$ cat src/rtl/sram_serial_slave_ctrl_pkg.sv
// Shared definitions for the SRAM serial slave: frame geometry, link mode
// encodings and the controller state encoding.
package sram_serial_slave_ctrl_pkg;

  localparam int MEMORY_DATA_WIDTH = 8;
  localparam int MEMORY_ADDR_WIDTH = 9;
  localparam int FRAME_WIDTH       = MEMORY_ADDR_WIDTH + MEMORY_DATA_WIDTH;
  localparam int COUNT_WIDTH       = $clog2(FRAME_WIDTH + 1);

  typedef enum logic [1:0] {
    MODE_RUN   = 2'b00,
    MODE_WRITE = 2'b01,
    MODE_READ  = 2'b10,
    MODE_NOP   = 2'b11
  } mode_t;

  typedef enum logic [2:0] {
    ST_IDLE    = 3'd0,
    ST_SHIFT   = 3'd1,
    ST_WRITE   = 3'd2,
    ST_VERIFY  = 3'd3,
    ST_VCHECK  = 3'd4,
    ST_READ    = 3'd5,
    ST_CAPTURE = 3'd6,
    ST_RUN     = 3'd7
  } state_t;

endpackage

$ cat src/rtl/sram_serial_slave_ctrl_shifter.sv
// serial_frame_shifter: receive and transmit shift registers for one
// {addr, data} frame plus the bit counter that tells when it is complete.
// Both registers shift right: the first received bit ends up in bit 0 and
// the transmit register presents its bit 0 on the serial output.
module serial_frame_shifter
  import sram_serial_slave_ctrl_pkg::*;
(
  input  logic                   i_clk,
  input  logic                   i_rst,
  input  logic                   i_load,
  input  logic                   i_shift,
  input  logic                   i_si,
  input  logic [FRAME_WIDTH-1:0] i_txData,
  output logic [FRAME_WIDTH-1:0] o_rxFrame,
  output logic                   o_frameDone,
  output logic                   o_so
);

  logic [FRAME_WIDTH-1:0] r_rx;
  logic [FRAME_WIDTH-1:0] r_tx;
  logic [COUNT_WIDTH-1:0] r_count;

  // Load the response and arm the counter on the load edge, then shift one bit per frame edge
  always_ff @(posedge i_clk or posedge i_rst) begin
    if (i_rst) begin
      r_rx    <= '0;
      r_tx    <= '0;
      r_count <= '0;
    end else if (i_load) begin
      r_tx    <= i_txData;
      r_count <= COUNT_WIDTH'(FRAME_WIDTH);
    end else if (i_shift && (r_count != '0)) begin
      r_rx    <= {i_si, r_rx[FRAME_WIDTH-1:1]};
      r_tx    <= {1'b0, r_tx[FRAME_WIDTH-1:1]};
      r_count <= r_count - 1'b1;
    end
  end

  assign o_rxFrame   = r_rx;
  assign o_so        = r_tx[0];
  assign o_frameDone = i_shift && (r_count == COUNT_WIDTH'(1));

endmodule

$ cat src/rtl/sram_serial_slave_ctrl.sv
// sram_serial_slave_ctrl: serial slave that turns 17-bit {addr, data} frames
// into SRAM writes/reads, streams back {last_addr, rd_data}, and lends the
// SRAM port to the SCPU in run mode.
// Optional feature macro: SRAM_SERIAL_WR_VERIFY_EN (read-back verify after
// each write with a sticky mismatch flag).
module sram_serial_slave_ctrl
  import sram_serial_slave_ctrl_pkg::*;
(
  input  logic                         csi_clk,
  input  logic                         rsi_reset,
  input  logic                         ctrl_bgn,
  input  logic                         ctrl_mod0,
  input  logic                         ctrl_mod1,
  input  logic                         ctrl_load,
  input  logic                         ctrl_si,
  output logic                         ctrl_so,
  output logic                         ctrl_rdy,
  output logic [MEMORY_ADDR_WIDTH-1:0] sram_addr,
  output logic [MEMORY_DATA_WIDTH-1:0] sram_wdata,
  output logic                         sram_we,
  output logic                         sram_re,
  input  logic [MEMORY_DATA_WIDTH-1:0] sram_rdata,
  input  logic [MEMORY_ADDR_WIDTH-1:0] cpu_addr,
  input  logic [MEMORY_DATA_WIDTH-1:0] cpu_wdata,
  input  logic                         cpu_we,
  input  logic                         cpu_re,
  output logic                         cpu_start,
  input  logic                         cpu_done,
  output logic                         verify_err
);

  state_t                       r_state;
  state_t                       w_nextState;
  mode_t                        r_mode;
  mode_t                        w_modePins;
  logic [MEMORY_ADDR_WIDTH-1:0] r_lastAddr;
  logic [MEMORY_DATA_WIDTH-1:0] r_lastWdata;
  logic [MEMORY_DATA_WIDTH-1:0] r_rdData;
  logic                         r_bgnPrev;
  logic                         r_cpuStart;
  logic                         w_bgnRise;
  logic                         w_startRun;
  logic                         w_load;
  logic                         w_shift;
  logic                         w_frameDone;
  logic [FRAME_WIDTH-1:0]       w_rxFrame;
  logic [MEMORY_ADDR_WIDTH-1:0] w_rxAddr;
  logic [MEMORY_DATA_WIDTH-1:0] w_rxData;

  assign w_modePins = mode_t'({ctrl_mod1, ctrl_mod0});
  assign w_bgnRise  = ctrl_bgn && !r_bgnPrev;
  assign w_load     = (r_state == ST_IDLE) && ctrl_load;
  assign w_shift    = (r_state == ST_SHIFT);
  assign w_rxAddr   = w_rxFrame[FRAME_WIDTH-1:MEMORY_DATA_WIDTH];
  assign w_rxData   = w_rxFrame[MEMORY_DATA_WIDTH-1:0];

  serial_frame_shifter u_shifter (
    .i_clk       (csi_clk),
    .i_rst       (rsi_reset),
    .i_load      (w_load),
    .i_shift     (w_shift),
    .i_si        (ctrl_si),
    .i_txData    ({r_lastAddr, r_rdData}),
    .o_rxFrame   (w_rxFrame),
    .o_frameDone (w_frameDone),
    .o_so        (ctrl_so)
  );

  // State register
  always_ff @(posedge csi_clk or posedge rsi_reset) begin
    if (rsi_reset) r_state <= ST_IDLE;
    else           r_state <= w_nextState;
  end

  // Next-state logic; a load in IDLE takes priority over a start request
  always_comb begin
    w_nextState = r_state;
    w_startRun  = 1'b0;
    case (r_state)
      ST_IDLE: begin
        if (ctrl_load) begin
          w_nextState = ST_SHIFT;
        end else if ((w_modePins == MODE_RUN) && w_bgnRise) begin
          w_nextState = ST_RUN;
          w_startRun  = 1'b1;
        end
      end
      ST_SHIFT: begin
        if (w_frameDone) begin
          case (r_mode)
            MODE_WRITE: w_nextState = ST_WRITE;
            MODE_READ:  w_nextState = ST_READ;
            default:    w_nextState = ST_IDLE;
          endcase
        end
      end
`ifdef SRAM_SERIAL_WR_VERIFY_EN
      ST_WRITE:   w_nextState = ST_VERIFY;
`else
      ST_WRITE:   w_nextState = ST_IDLE;
`endif
      ST_VERIFY:  w_nextState = ST_VCHECK;
      ST_VCHECK:  w_nextState = ST_IDLE;
      ST_READ:    w_nextState = ST_CAPTURE;
      ST_CAPTURE: w_nextState = ST_IDLE;
      ST_RUN:     if (cpu_done) w_nextState = ST_IDLE;
      default:    w_nextState = ST_IDLE;
    endcase
  end

  // SRAM port drive: frame contents during accesses, SCPU in run, held address/data otherwise
  always_comb begin
    ctrl_rdy   = (r_state == ST_IDLE);
    sram_addr  = r_lastAddr;
    sram_wdata = r_lastWdata;
    sram_we    = 1'b0;
    sram_re    = 1'b0;
    case (r_state)
      ST_WRITE: begin
        sram_addr  = w_rxAddr;
        sram_wdata = w_rxData;
        sram_we    = 1'b1;
      end
      ST_READ: begin
        sram_addr = w_rxAddr;
        sram_re   = 1'b1;
      end
      ST_VERIFY: begin
        sram_re = 1'b1;
      end
      ST_RUN: begin
        sram_addr  = cpu_addr;
        sram_wdata = cpu_wdata;
        sram_we    = cpu_we;
        sram_re    = cpu_re;
      end
      default: begin
      end
    endcase
  end

  // Frame mode, last access address/data, read capture and start-pulse generation
  always_ff @(posedge csi_clk or posedge rsi_reset) begin
    if (rsi_reset) begin
      r_mode      <= MODE_RUN;
      r_lastAddr  <= '0;
      r_lastWdata <= '0;
      r_rdData    <= '0;
      r_bgnPrev   <= 1'b0;
      r_cpuStart  <= 1'b0;
    end else begin
      r_bgnPrev  <= ctrl_bgn;
      r_cpuStart <= w_startRun;
      if (w_load) r_mode <= w_modePins;
      if (r_state == ST_WRITE) begin
        r_lastAddr  <= w_rxAddr;
        r_lastWdata <= w_rxData;
      end
      if (r_state == ST_READ) r_lastAddr <= w_rxAddr;
      if (r_state == ST_CAPTURE) r_rdData <= sram_rdata;
    end
  end

  assign cpu_start = r_cpuStart;

`ifdef SRAM_SERIAL_WR_VERIFY_EN
  logic r_verifyErr;

  // Sticky flag: read-back data differs from what was just written
  always_ff @(posedge csi_clk or posedge rsi_reset) begin
    if (rsi_reset) begin
      r_verifyErr <= 1'b0;
    end else if ((r_state == ST_VCHECK) && (sram_rdata != r_lastWdata)) begin
      r_verifyErr <= 1'b1;
    end
  end

  assign verify_err = r_verifyErr;
`else
  assign verify_err = 1'b0;
`endif

endmodule
$ cat config.mk
export PLATFORM = sky130hd
export DESIGN_NAME = sram_serial_slave_ctrl
export DESIGN_NICKNAME = d
export VERILOG_FILES = /design/src/rtl/sram_serial_slave_ctrl_pkg.sv /design/src/rtl/sram_serial_slave_ctrl_shifter.sv /design/src/rtl/sram_serial_slave_ctrl.sv
export SDC_FILE = /design/constraint.sdc
export NUM_CORES = 1
export LEC_CHECK = 0
export ABC_AREA = 1
export CORE_MARGIN = 10
export CORE_UTILIZATION = 30
export DETAILED_ROUTE_END_ITERATION = 6
export GPL_TIMING_DRIVEN = 0
export PLACE_DENSITY = 0.51
export SLEW_MARGIN = 20
export SYNTH_ARGS = -nofsm -noshare
export SYNTH_HDL_FRONTEND = slang
export SYNTH_SLANG_ARGS = --single-unit
$ cat constraint.sdc
create_clock -name csi_clk -period 5.3 [get_ports csi_clk]
set_clock_uncertainty 0.2 [all_clocks]
set_input_delay 1.06 -clock csi_clk [delete_from_list [all_inputs] [get_ports csi_clk]]
set_output_delay 1.06 -clock csi_clk [all_outputs]
set_load 0.05 [all_outputs]
-- Yosys cells after proc, flatten, opt, wreduce, memory -nomap -nowiden
Index checks and enable logic that the tools add are counted.
- register bits: 71
- bits of input ports: 35
- output and inout bits: 23
- word-level logic and storage cells: 60
- add/subtract/negate cells: 1
- equality and inequality tests: 13
- muxes and demuxes: 19
- bitwise operators: 1
- reductions and logical operators: 16
- operators by type and width (cell ; count):
    two-way mux 17 bit ; 2
    two-way mux 9 bit ; 2
    one-hot mux 3 bit (6 select lines) ; 1
    one-hot mux 9 bit (2 select lines) ; 1
    one-hot mux 8 bit (2 select lines) ; 1
    == test 3 bit, second input constant ; 4
    two-way mux 3 bit ; 4
    two-way mux 5 bit ; 2
    == test 3 x 2 -> 1 bit, second input constant ; 2
    one-hot mux 3 bit (2 select lines) ; 1
    == test 5 x 1 -> 1 bit, second input constant ; 1
    logical AND 1 bit ; 5
    nonzero test 5 bit ; 1
    subtractor 5 x 1 -> 5 bit, second input constant ; 1
    != test 2 bit, second input constant ; 2
    one-hot mux 1 bit (2 select lines) ; 2
    nonzero test 2 bit ; 2
    OR reduction 2 bit ; 2
    == test 3 x 1 -> 1 bit, second input constant ; 1
    zero test 3 bit ; 1
    two-way mux 1 bit ; 3
    != test 3 x 2 -> 1 bit, second input constant ; 1
    AND reduction 3 bit ; 1
    OR reduction 3 bit ; 1
    other kinds (6) ; 6

-- Longest topological paths before layout
Gate-level depths: netlist of the first run.
- depth in word-level cells: 6
- depth in mapped cells: 10
- depth with buffers taken out: 10

-- Cells and area by module
From an unflattened synthesis of the first run, not the netlist that was laid out.
- cells, all modules: 414
- area total of the unflattened synthesis: 3455.8 um2
- modules (own cells, without submodules) (module ; instances ; cells each ; area each (um2) ; seq. area each (um2)):
    serial_frame_shifter ; 1 ; 207 ; 1829.3 ; 975.9
    sram_serial_slave_ctrl ; 1 ; 207 ; 1626.6 ; 800.8

-- Worst setup path after synthesis of the first run
Ideal clock, no wire load.
- kind: register -> output
- start: register r_state[2]
- end: output port sram_wdata[0]
- arrival: 1.693 ns
- data required time: 4.040 ns
- slack: 2.347 ns
- stages on the path, launching flop included: 7
- path through: dfrtp_1 -> buf_4 -> nor2_2 -> nand2_1 -> buf_4 -> nand2_1 -> o211ai_1
- word-level cells in the longest chain between the ends: 2
- elaborated cells on any way between the ends: 3
- those cells by class: 2 x eq/ne; 1 x mux
- RTL lines (item ; line ; source):
    start: declaration ; sram_serial_slave_ctrl.sv:32 ; state_t r_state;
    start signal: assignment ; sram_serial_slave_ctrl.sv:72 ; else r_state <= w_nextState;
    == test 3 bit / == test 3 x 2 -> 1 bit (equally long branches) ; sram_serial_slave_ctrl.sv:118 ; case (r_state)
    one-hot mux 8 bit (2 select lines) (*) ; sram_serial_slave_ctrl.sv:118 ;
    end: declaration ; sram_serial_slave_ctrl.sv:19 ; output logic [MEMORY_DATA_WIDTH-1:0] sram_wdata,
Every way passes the cells marked *; elsewhere a longest branch is shown, timed or not.

-- Worst setup path after layout of the first run
- start: register r_state[2]
- end: output port sram_addr[0]
- word-level cells in the longest chain between the ends: 3
- elaborated cells on any way between the ends: 5
- those cells by class: 3 x eq/ne; 1 x mux; 1 x reduce/logical
- RTL lines (item ; line ; source):
    == test 3 x 2 -> 1 bit / == test 3 bit (equally long branches) ; sram_serial_slave_ctrl.sv:118 ;
    OR reduction 2 bit (no line) ; n/a ;
    one-hot mux 9 bit (2 select lines) (*) ; sram_serial_slave_ctrl.sv:118 ;
    end: declaration ; sram_serial_slave_ctrl.sv:18 ; output logic [MEMORY_ADDR_WIDTH-1:0] sram_addr,
Marked as above.

==> metrics.md, run 1 <==
| Metric | Value |
|---|---|
| Status | `finished, final reports clean` |
| Num CTS Buffers | `9` |
| Netlist cell types | `25` |
| Die height | `125 um` |
| Crit path max-delay cell type | `clkdlybuf4s50_1` |
| 1st-pass router iterations | `4` |
| Final max-slew violation count | `0` |
| Routed WL | `8.37 mm` |
| Post-layout min period | `3.88 ns` |
| DRT antenna net count | `0` |
| Global route overflow | `0` |
| Number of synthesized flops with an enable pin | `0` |
| Port Buffers | `56` |
| Mapped Cells | `399` |
| # Max-Cap Violations | `0` |
| Vias/cell | `4.61` |
| #FFs+latches synth | `71` |
| Layout cells sized above 1 | `11.4%` |
| Register area share after synthesis | `53.2%` |
| Overall power | `0.00279 W` |
| Post-synth top area share | `53.2%` |
| Layer with the highest usage | `met2` |
| Area of the multi-input gates | `1300 sq um` |
| # H-tree levels | `3` |
| Final setup viols | `0` |
| Die Width | `125 um` |
| Yosys warns | `0` |
| Worst path most repeated cell | `nand3_1` |
| Met1 Usage GRT | `13.6%` |
| Core area | `10900 sq um` |
| Final Cycle Share | `73.1%` |
| Primary FF master, synth | `dfrtp_1` |
| Worst vdd ir | `0.000326 V` |
| Die area | `15700 sq um` |
| # DRC | `0` |
| Final nets | `504` |
| Pleak | `2.13 nW` |
| Placed Area | `4100 sq um` |
| CP startpoint kind | `flop` |
| Initial Util | `30.7%` |
| Worst Path Max Fanout | `10` |
| Final Hold Vio Count | `0` |
| Synth top area cells | `dfrtp_1 53%, nand2_1 18%, nand3_1 9.3%` |
| Post-Syn Nets | `436` |
| Sequential cell area | `1780 sq um` |
| Largest net degree at the start of global routing | `37` |
| Post-cts resize count | `0` |
| Hold_buf cts | `0` |
| M2 GR Usage | `17.6%` |
| WS Path Type | `flop to output pin` |
| Required time of the critical path | `4.04 ns` |
| Boundary pin count | `58` |
| CP top delay family | `buffers and inverters` |
| Later-pin clock latency in the skew report | `0.35 ns` |
| Worst setup EP type | `output pin` |
| Post-synth ARST share | `100%` |
| Clock-pin slew on the worst setup and hold paths | `0.07 ns` |
| Starting DRT DRC Count | `184` |
| All-Layer GR Usage | `11.0%` |
| Rows | `38` |
| First-pass GRT wire length | `14.6 mm` |
| Clk sink count | `71` |
| Slew headroom | `66.1%` |
| Hpwl dp | `6.07 mm` |
| Critical Path AT | `2.62 ns` |
| Maximum clock rate | `0.258 GHz` |
| Measured slew at the worst slew-check pin | `0.507 ns` |
| Final setup TNS | `0 ns` |
| Hold slack | `0.292 ns` |
| Power Density | `643 nW/um^2` |
| Vias in the first global route | `3003` |
| Cell taking the most area after synthesis | `dfrtp_1` |
| Post-CTS Setup Inserts | `0` |
| Antenna Cells | `0` |
| Vias | `2823` |
| CTS Root Cell | `clkbuf_8` |
| RSZ-0062 raised after global routing | `false` |
| GR Util met3 | `2.87%` |
| CP max stage delay | `0.81 ns` |
| Drt wl/cell | `13.7 um` |
| Fillers | `1103` |
| Mean Syn Cell Area | `8.37 sq um` |
| Final Cell Area | `4330 sq um` |
| P&R area growth vs syn | `29.8%` |
| Initial antenna violation count | `0` |
| Core Util, Final | `39.8%` |
| Longest Clk Path Bufs | `2` |
| CTS tree | `built` |
| GP Congestion | `0.758` |
| Worst path bufs/invs | `4` |
| Worst hold path class | `flop to flop` |
| Cell Chain, Critical Path | `buf_4 > nand3_1 > inv_1 > buf_2 > nor2_2 > nand2_1 > nand3_1 > clkdlybuf4s50_1` |
| Syn Std Cell Area | `3340 sq um` |
-- layer usage --
layer  wire, um  vias up  share of wire, %
met4        167        0               2.0
met3        454       11               5.4
met5          0        -                 0
met2       3980       67                48
met1       3770     1338                45
li1           -     1407                 -
-- layout by cell type, fill, tap and decap left out, types with 5 or more instances in the layout --
cell type / instances
inv_1: 27
clkdlybuf4s50_1: 56
clkbuf_8: 9
nand3_1: 62
nor2_1: 8
mux2_2: 8
buf_2: 7
dfrtp_1: 71
o21ai_0: 16
buf_4: 7
buf_6: 5
o211ai_1: 8
nand2_1: 158
-- Yosys cell counts, types with 2 or more instances --
cell	count
a21oi_1	2
nand4_1	2
nor2_4	2
inv_1	28
nor2_2	2
o211ai_1	8
nand3_1	62
buf_2	7
ha_1	2
buf_4	7
nand2_2	2
nand2_1	158
buf_6	5
inv_2	2
dfrtp_1	71
mux2_2	8
nor2_1	8
o21ai_0	16
-- worst register-to-register path: cells and delay by family (launching register included) --
family        cells  cell delay [ns]
fa+ha+maj         1             0.21
buf+inv           3             0.35
flops             1             0.40
simple gates      4             0.37
-- cell families (layout without fill, tap and decap cells) --
logic type                 count (synthesis)  in the layout  share of synthesized area [%]
muxes                                      8              8                           2.70
other                                      1              1                          0.112
and+or+nand+nor                          238            238                           30.2
AOI/OAI and AO/OA                         28             28                           4.87
buffers and inverters                     50            123                           7.87
DFF                                       71             71                           53.2
adders and majority gates                  2              2                          0.750
xor gates and xnor gates                   1              1                          0.262
-- layout make-up --
type / count / area share (%)
plain buffers: 19 / 3.32
clock buffers: 10 / 2.95
clock inverters: 6 / 2.51
inverters: 31 / 2.80
multi-input cells: 278 / 30.0
flip-flops and latches: 71 / 41.0
well taps: 140 / 4.04
repair buffers: 57 / 13.4
-- power breakdown --
group / switching (W) / internal (W)
logic: 0.000869 / 0.000487
registers: 0.000140 / 0.000770
clock network: 0.000208 / 0.000312
total: 0.00122 / 0.00157
-- registers in the layout, indices dropped and copies added (netlist names) --
register             cells
u_shifter.o_rxFrame     17
u_shifter.r_count        5
u_shifter.r_tx          17
r_bgnPrev                1
r_rdData                 8
r_state                  3
r_lastWdata              8
cpu_start                1
r_lastAddr               9
r_mode                   2
-- final timing paths --
path | end | depth (start not counted) | slack (ns) | from
max | sram_addr[0] | 8 | 1.42 | r_state[2]
min | u_shifter.r_tx[0] | 2 | 0.29 | r_rdData[0]
max reg2reg | u_shifter.r_tx[8] | 8 | 3.64 | u_shifter.r_count[0]
min reg2reg | u_shifter.r_tx[0] | 2 | 0.29 | r_rdData[0]
max in group asynchronous | u_shifter.r_count[2] | 3 | 3.46 | rsi_reset
min in group asynchronous | r_lastWdata[5] | 2 | 0.88 | rsi_reset
-- metrics by stage --
stage / setup slack, ns / std cells
2_1_floorplan: 2.24 / 399
3_3_place_gp: 0.884 / 595
3_5_place_dp: 1.48 / 596
4_1_cts: 1.33 / 612
5_1_grt: 1.20 / 612
6_report: 1.42 / 612
(Power assumes the default switching activity.)
==> run 2: changes to the inputs <==
==> constraint.sdc (replaced) <==
create_clock -name csi_clk -period 3.6 [get_ports csi_clk]
set_clock_uncertainty 0.2 [all_clocks]
set_input_delay 0.72 -clock csi_clk [delete_from_list [all_inputs] [get_ports csi_clk]]
set_output_delay 0.72 -clock csi_clk [all_outputs]
set_load 0.05 [all_outputs]
==> run 2 against run 1 <==
Compared with the run above: worst hold slack lost 0.00058 ns; non-clock buffer count is the same; setup slack lost 1.2 ns; register-to-register slack lost 1.7 ns; combinational power grew 47%; largest cell class unchanged; die area is the same; flip-flop and latch count is the same; critical path depth shrank 1; via count shrank 0.71%; cell area grew 0.58%; sequential power grew 47%.
==> metrics.md, run 2 (synthesis gave the netlist of run 1 again) <==
| Metric | Value |
|---|---|
| Drt wl/cell | `13.7 um` |
| Power Density | `941 nW/um^2` |
| Post-CTS Setup Inserts | `0` |
| Num CTS Buffers | `9` |
| Port Buffers | `56` |
| Fillers | `1100` |
| P&R area growth vs syn | `30.5%` |
| Core area | `10900 sq um` |
| Critical Path AT | `2.49 ns` |
| Rows | `38` |
| Boundary pin count | `58` |
| Global route overflow | `0` |
| # H-tree levels | `3` |
| Sequential cell area | `1780 sq um` |
| Vias in the first global route | `3003` |
| GP Congestion | `0.758` |
| Commonest non-fill, non-tap cell in the layout | `nand2_1` |
| Worst hold path class | `flop to flop` |
| Final nets | `504` |
| Measured slew at the worst slew-check pin | `0.512 ns` |
| Clk sink count | `71` |
| Post-layout min period | `3.41 ns` |
| Worst setup EP type | `output pin` |
| First-pass GRT wire length | `14.6 mm` |
| All-Layer GR Usage | `11.0%` |
| Required time of the critical path | `2.68 ns` |
| CP max stage delay | `0.83 ns` |
| Status | `finished, final reports clean` |
| Pleak | `2.25 nW` |
| Vias/cell | `4.58` |
| Later-pin clock latency in the skew report | `0.35 ns` |
| Die area | `15700 sq um` |
| Die Width | `125 um` |
| # DRC | `0` |
| CTS tree | `built` |
| Clock-pin slew on the worst setup and hold paths | `0.07 ns` |
| Final setup TNS | `0 ns` |
| Worst slack at placement | `0.372 ns` |
| Most frequent cells in the layout | `158 x nand2_1, 71 x dfrtp_1, 62 x nand3_1` |
| # Max-Cap Violations | `0` |
| 1st-pass router iterations | `5` |
| DRT antenna net count | `0` |
| Worst vdd ir | `0.000476 V` |
| CP startpoint kind | `flop` |
| Non-Filler Instances | `612` |
| CTS Root Cell | `clkbuf_8` |
| Layout cells sized above 1 | `11.4%` |
| Slew headroom | `65.8%` |
| Routed WL | `8.39 mm` |
| Initial antenna violation count | `0` |
| RSZ-0062 raised after global routing | `false` |
| Final Hold Vio Count | `0` |
| Die height | `125 um` |
| Longest Clk Path Bufs | `2` |
| Final Cycle Share | `94.6%` |
| Largest net degree at the start of global routing | `37` |
| Antenna Cells | `0` |
| Worst Path Max Fanout | `10` |
| Initial Util | `30.7%` |
| Hold slack | `0.291 ns` |
| Area of the multi-input gates | `1300 sq um` |
| Cell Chain, Critical Path | `buf_4 > nor2_2 > nand2_1 > buf_4 > nand2_1 > o211ai_1 > clkdlybuf4s50_1` |
| Crit path max-delay cell type | `clkdlybuf4s50_1` |
| Vias | `2803` |
| Hpwl dp | `6.07 mm` |
| Final WS setup | `0.194 ns` |
| Final setup viols | `0` |
| Starting DRT DRC Count | `187` |
| Final max-slew violation count | `0` |
| WS Path Type | `flop to output pin` |
| Maximum clock rate | `0.294 GHz` |
| # placed instances | `596` |
==> run 2: cell count changes in the layout (fill, tap and decap cells not counted) <==
cell and delta:
clkdlybuf4s50_1 -8, dlymetal6s2s_1 +8, nor2_2 -1, nor2_4 +1
==> run 2: timing repair <==
action	CTS	global route
endpoints found under the setup margin	9	8
resized for setup	1	8
hold buffers	0	0
pin swaps	0	0
==> run 2: worst paths after layout <==
check                                      from                    to  slack (ns)  cells past startpoint
setup / recovery                     r_state[2]         sram_wdata[3]        0.19                      7
hold / removal                      r_rdData[0]     u_shifter.r_tx[0]        0.29                      2
hold reg to reg                     r_rdData[0]     u_shifter.r_tx[0]        0.29                      2
max in group asynchronous             rsi_reset  u_shifter.r_count[2]        2.09                      3
min in group asynchronous             rsi_reset        r_lastWdata[5]        0.55                      2
setup reg to reg           u_shifter.r_count[0]     u_shifter.r_tx[8]        1.94                      8
==> run 2: layout make-up <==
cell class                      instances  share of cell area [%]
Buffer                                 19                    3.30
Clock buffer                           10                    2.93
Clock inverter                          6                    2.50
Inverter                               31                    2.78
Multi-Input combinational cell        278                    29.9
Sequential cell                        71                    40.8
Tap cell                              140                    4.02
Timing Repair Buffer                   57                    13.8
==> run 2: power by group <==
group          switching (W)  total [W]  internal (W)
logic                0.00128    0.00200      0.000714
registers           0.000206    0.00134       0.00113
clock network       0.000303   0.000762      0.000459
total                0.00179    0.00410       0.00231
==> run 2: layer usage <==
metal | track usage [%] | vias to the layer above | routed length, um
met1 | 13.6 | 1324 | 3780
met5 | 0 | - | 0
met4 | 5.08 | 0 | 167
met2 | 17.6 | 63 | 3950
li1 | - | 1405 | -
met3 | 2.87 | 11 | 487
==> run 2: critical path, delay by kind of cell, from the launching register on <==
| kind | cells | cell delay (ns) |
|---|---|---|
| AO/OA/AOI/OAI | 1 | 0.23 |
| buffers and inverters | 3 | 1.19 |
| flip-flops | 1 | 0.32 |
| AND/OR/NAND/NOR | 3 | 0.41 |
==> run 2: stage by stage <==
stage | total power [W] | utilization, % | instance area (sq um)
after floorplan | 0.00276 | - | 3340
after global placement | 0.00335 | 37.4 | 4070
after detailed placement | 0.00338 | 37.6 | 4100
after CTS | 0.00416 | 39.8 | 4340
after global routing | 0.00442 | 40.0 | 4360
final | 0.00410 | 40.0 | 4360
==> run 3: changes to the inputs <==
--- a/config.mk
+++ b/config.mk
@@ -8,6 +8,7 @@
 export ABC_AREA = 1
 export CORE_MARGIN = 10
 export CORE_UTILIZATION = 30
+export CTS_BUF_LIST = sky130_fd_sc_hd__clkbuf_8
 export DETAILED_ROUTE_END_ITERATION = 6
 export GPL_TIMING_DRIVEN = 0
 export PLACE_DENSITY = 0.51
==> run 3 against run 2 <==
Compared with the run above: first-iteration DRC count grew 1.6%; critical path depth did not move; register-to-register slack about the same; power about the same; sequential share of layout area did not move; non-clock buffer count unchanged; routed wire length is 0.14% higher; flip-flop and latch count unchanged; cell count unchanged; fmax about the same; via count rose by 0.39%; die area did not move; highest routed layer unchanged.
==> metrics.md, run 3 (synthesis gave the netlist of run 1 again) <==
| Metric | Value |
|---|---|
| Status | `finished, final reports clean` |
| R2r endpoint | `u_shifter.r_tx[8]` |
| Hold depth | `2` |
| Crit path max-delay cell type | `clkdlybuf4s50_1` |
| RSZ-0062 raised after global routing | `false` |
| Layer with the highest usage | `met2` |
| CTS tree | `built` |
| CP startpoint kind | `flop` |
| Most frequent cells in the layout | `158 x nand2_1, 71 x dfrtp_1, 62 x nand3_1` |
| Final nets | `504` |
| First-pass GRT wire length | `14.6 mm` |
| # DRC | `0` |
| Worst hold path class | `flop to flop` |
| Worst vdd ir | `0.000476 V` |
| Longest Clk Path Bufs | `2` |
| Worst Reg-to-Reg Cells | `8` |
| Vias | `2814` |
| Layout cells sized above 1 | `11.4%` |
| Worst hold path startpoint | `r_rdData[0]` |
| Initial antenna violation count | `0` |
| Worst slack at placement | `0.372 ns` |
| CP max stage delay | `0.83 ns` |
| Die Width | `125 um` |
| GP Congestion | `0.758` |
| Largest net degree at the start of global routing | `37` |
| Worst Path Max Fanout | `10` |
| Drt wl/cell | `13.7 um` |
| WS Path Type | `flop to output pin` |
| Worst R2R Start | `u_shifter.r_count[0]` |
| Vias/cell | `4.60` |
| Power Density | `941 nW/um^2` |
| All-Layer GR Usage | `11.0%` |
| Hold endpoint | `u_shifter.r_tx[0]` |
| Core area | `10900 sq um` |
| Final setup viols | `0` |
| Commonest non-fill, non-tap cell in the layout | `nand2_1` |
| Comb power frac | `48.7%` |
| Slew headroom | `65.8%` |
| Measured slew at the worst slew-check pin | `0.512 ns` |
| Routed WL | `8.40 mm` |
| Clk sink count | `71` |
| Vias in the first global route | `3003` |
| GR Util met3 | `2.87%` |
| Final max-slew violation count | `0` |
| Required time of the critical path | `2.68 ns` |
| Final WS setup | `0.191 ns` |
| # Max-Cap Violations | `0` |
| Initial Util | `30.7%` |
| Rows | `38` |
| Placed Area | `4100 sq um` |
| Later-pin clock latency in the skew report | `0.35 ns` |
| Port Buffers | `56` |
| Final Cycle Share | `94.7%` |
| Maximum clock rate | `0.293 GHz` |
| Final Hold Vio Count | `0` |
| Boundary pin count | `58` |
| CTS Root Cell | `clkbuf_8` |
| Post-layout min period | `3.41 ns` |
| Antenna Cells | `0` |
| Switching share of power | `43.8%` |
| Clock share of power | `18.6%` |
| Met1 Usage GRT | `13.6%` |
| Non-Filler Instances | `612` |
| Int Power | `0.00230 W` |
| Global route overflow | `0` |
| # H-tree levels | `3` |
| Hpwl dp | `6.07 mm` |
| Worst setup EP type | `output pin` |
| Die area | `15700 sq um` |
| Register share of total power | `32.7%` |
| Worst Setup SP | `r_state[2]` |
| P&R area growth vs syn | `30.5%` |
| Setup slack, reg-to-reg | `1.94 ns` |
| Pleak | `2.26 nW` |
| Final Cell Area | `4360 sq um` |
| 1st-pass router iterations | `5` |
| Hold_buf cts | `0` |
| Cell Chain, Critical Path | `buf_4 > nor2_2 > nand2_1 > buf_4 > nand2_1 > o211ai_1 > clkdlybuf4s50_1` |
| Hold slack | `0.292 ns` |
| Starting DRT DRC Count | `190` |
| # placed instances | `596` |
| Overall power | `0.00410 W` |
| Num CTS Buffers | `9` |
| Clock-pin slew on the worst setup and hold paths | `0.07 ns` |
| Fillers | `1100` |
| M2 GR Usage | `17.6%` |
| Critical Path AT | `2.49 ns` |
| DRT antenna net count | `0` |
| Die height | `125 um` |
| NetSw | `0.00180 W` |
==> run 3: critical path: cells and delay by family (launching register included) <==
kind / cells / cell delay, ns
flip-flops: 1 / 0.32
AND/OR/NAND/NOR: 3 / 0.41
buffers and inverters: 3 / 1.19
AO/OA/AOI/OAI: 1 / 0.23
==> run 3: cell type report <==
class / count / area, sq um / area share (%)
Sequential cell: 71 / 1780 / 40.8
Inverter: 31 / 121 / 2.78
Buffer: 19 / 144 / 3.30
Clock buffer: 9 / 124 / 2.84
Clock inverter: 7 / 113 / 2.58
Multi-Input combinational cell: 278 / 1300 / 29.9
Tap cell: 140 / 175 / 4.02
Timing Repair Buffer: 57 / 601 / 13.8
==> run 3: metal layers <==
metal	wire [um]	share of wire (%)
met2	3940	47
met4	167	2.0
met1	3840	46
met5	0	0
met3	456	5.4
==> run 3: power groups by stage <==
stage                     clock network [W]  logic (W)  registers (W)
final                              0.000762    0.00200        0.00134
after global routing               0.000819    0.00222        0.00138
after CTS                          0.000780    0.00204        0.00134
after detailed placement                  0    0.00203        0.00135
after global placement                    0    0.00200        0.00135
after floorplan                           0    0.00144        0.00131
==> run 3: what timing repair did <==
item / 4_1_cts / 5_1_grt
buffers inserted: 0 / 0
setup endpoints to repair: 9 / 8
endpoints found under the hold margin: 0 / 0
resized for setup: 1 / 8
==> run 3: per-stage QoR <==
stage / utilization (%) / TNS, ns
2_1_floorplan: - / 0
3_3_place_gp: 37.4 / -33.52
3_5_place_dp: 37.6 / 0
4_1_cts: 39.8 / 0
5_1_grt: 40.0 / 0
6_report: 40.0 / 0
==> run 3: worst max-delay path by stage <==
| stage | cells after the start | end |
|---|---|---|
| 2_1_floorplan | 1 | cpu_start |
| 3_3_place_gp | 2 | r_rdData[7] |
| 3_5_place_dp | 8 | sram_addr[0] |
| 4_1_cts | 8 | sram_wdata[7] |
| 5_1_grt | 8 | sram_addr[0] |
| 6_report | 7 | sram_wdata[3] |
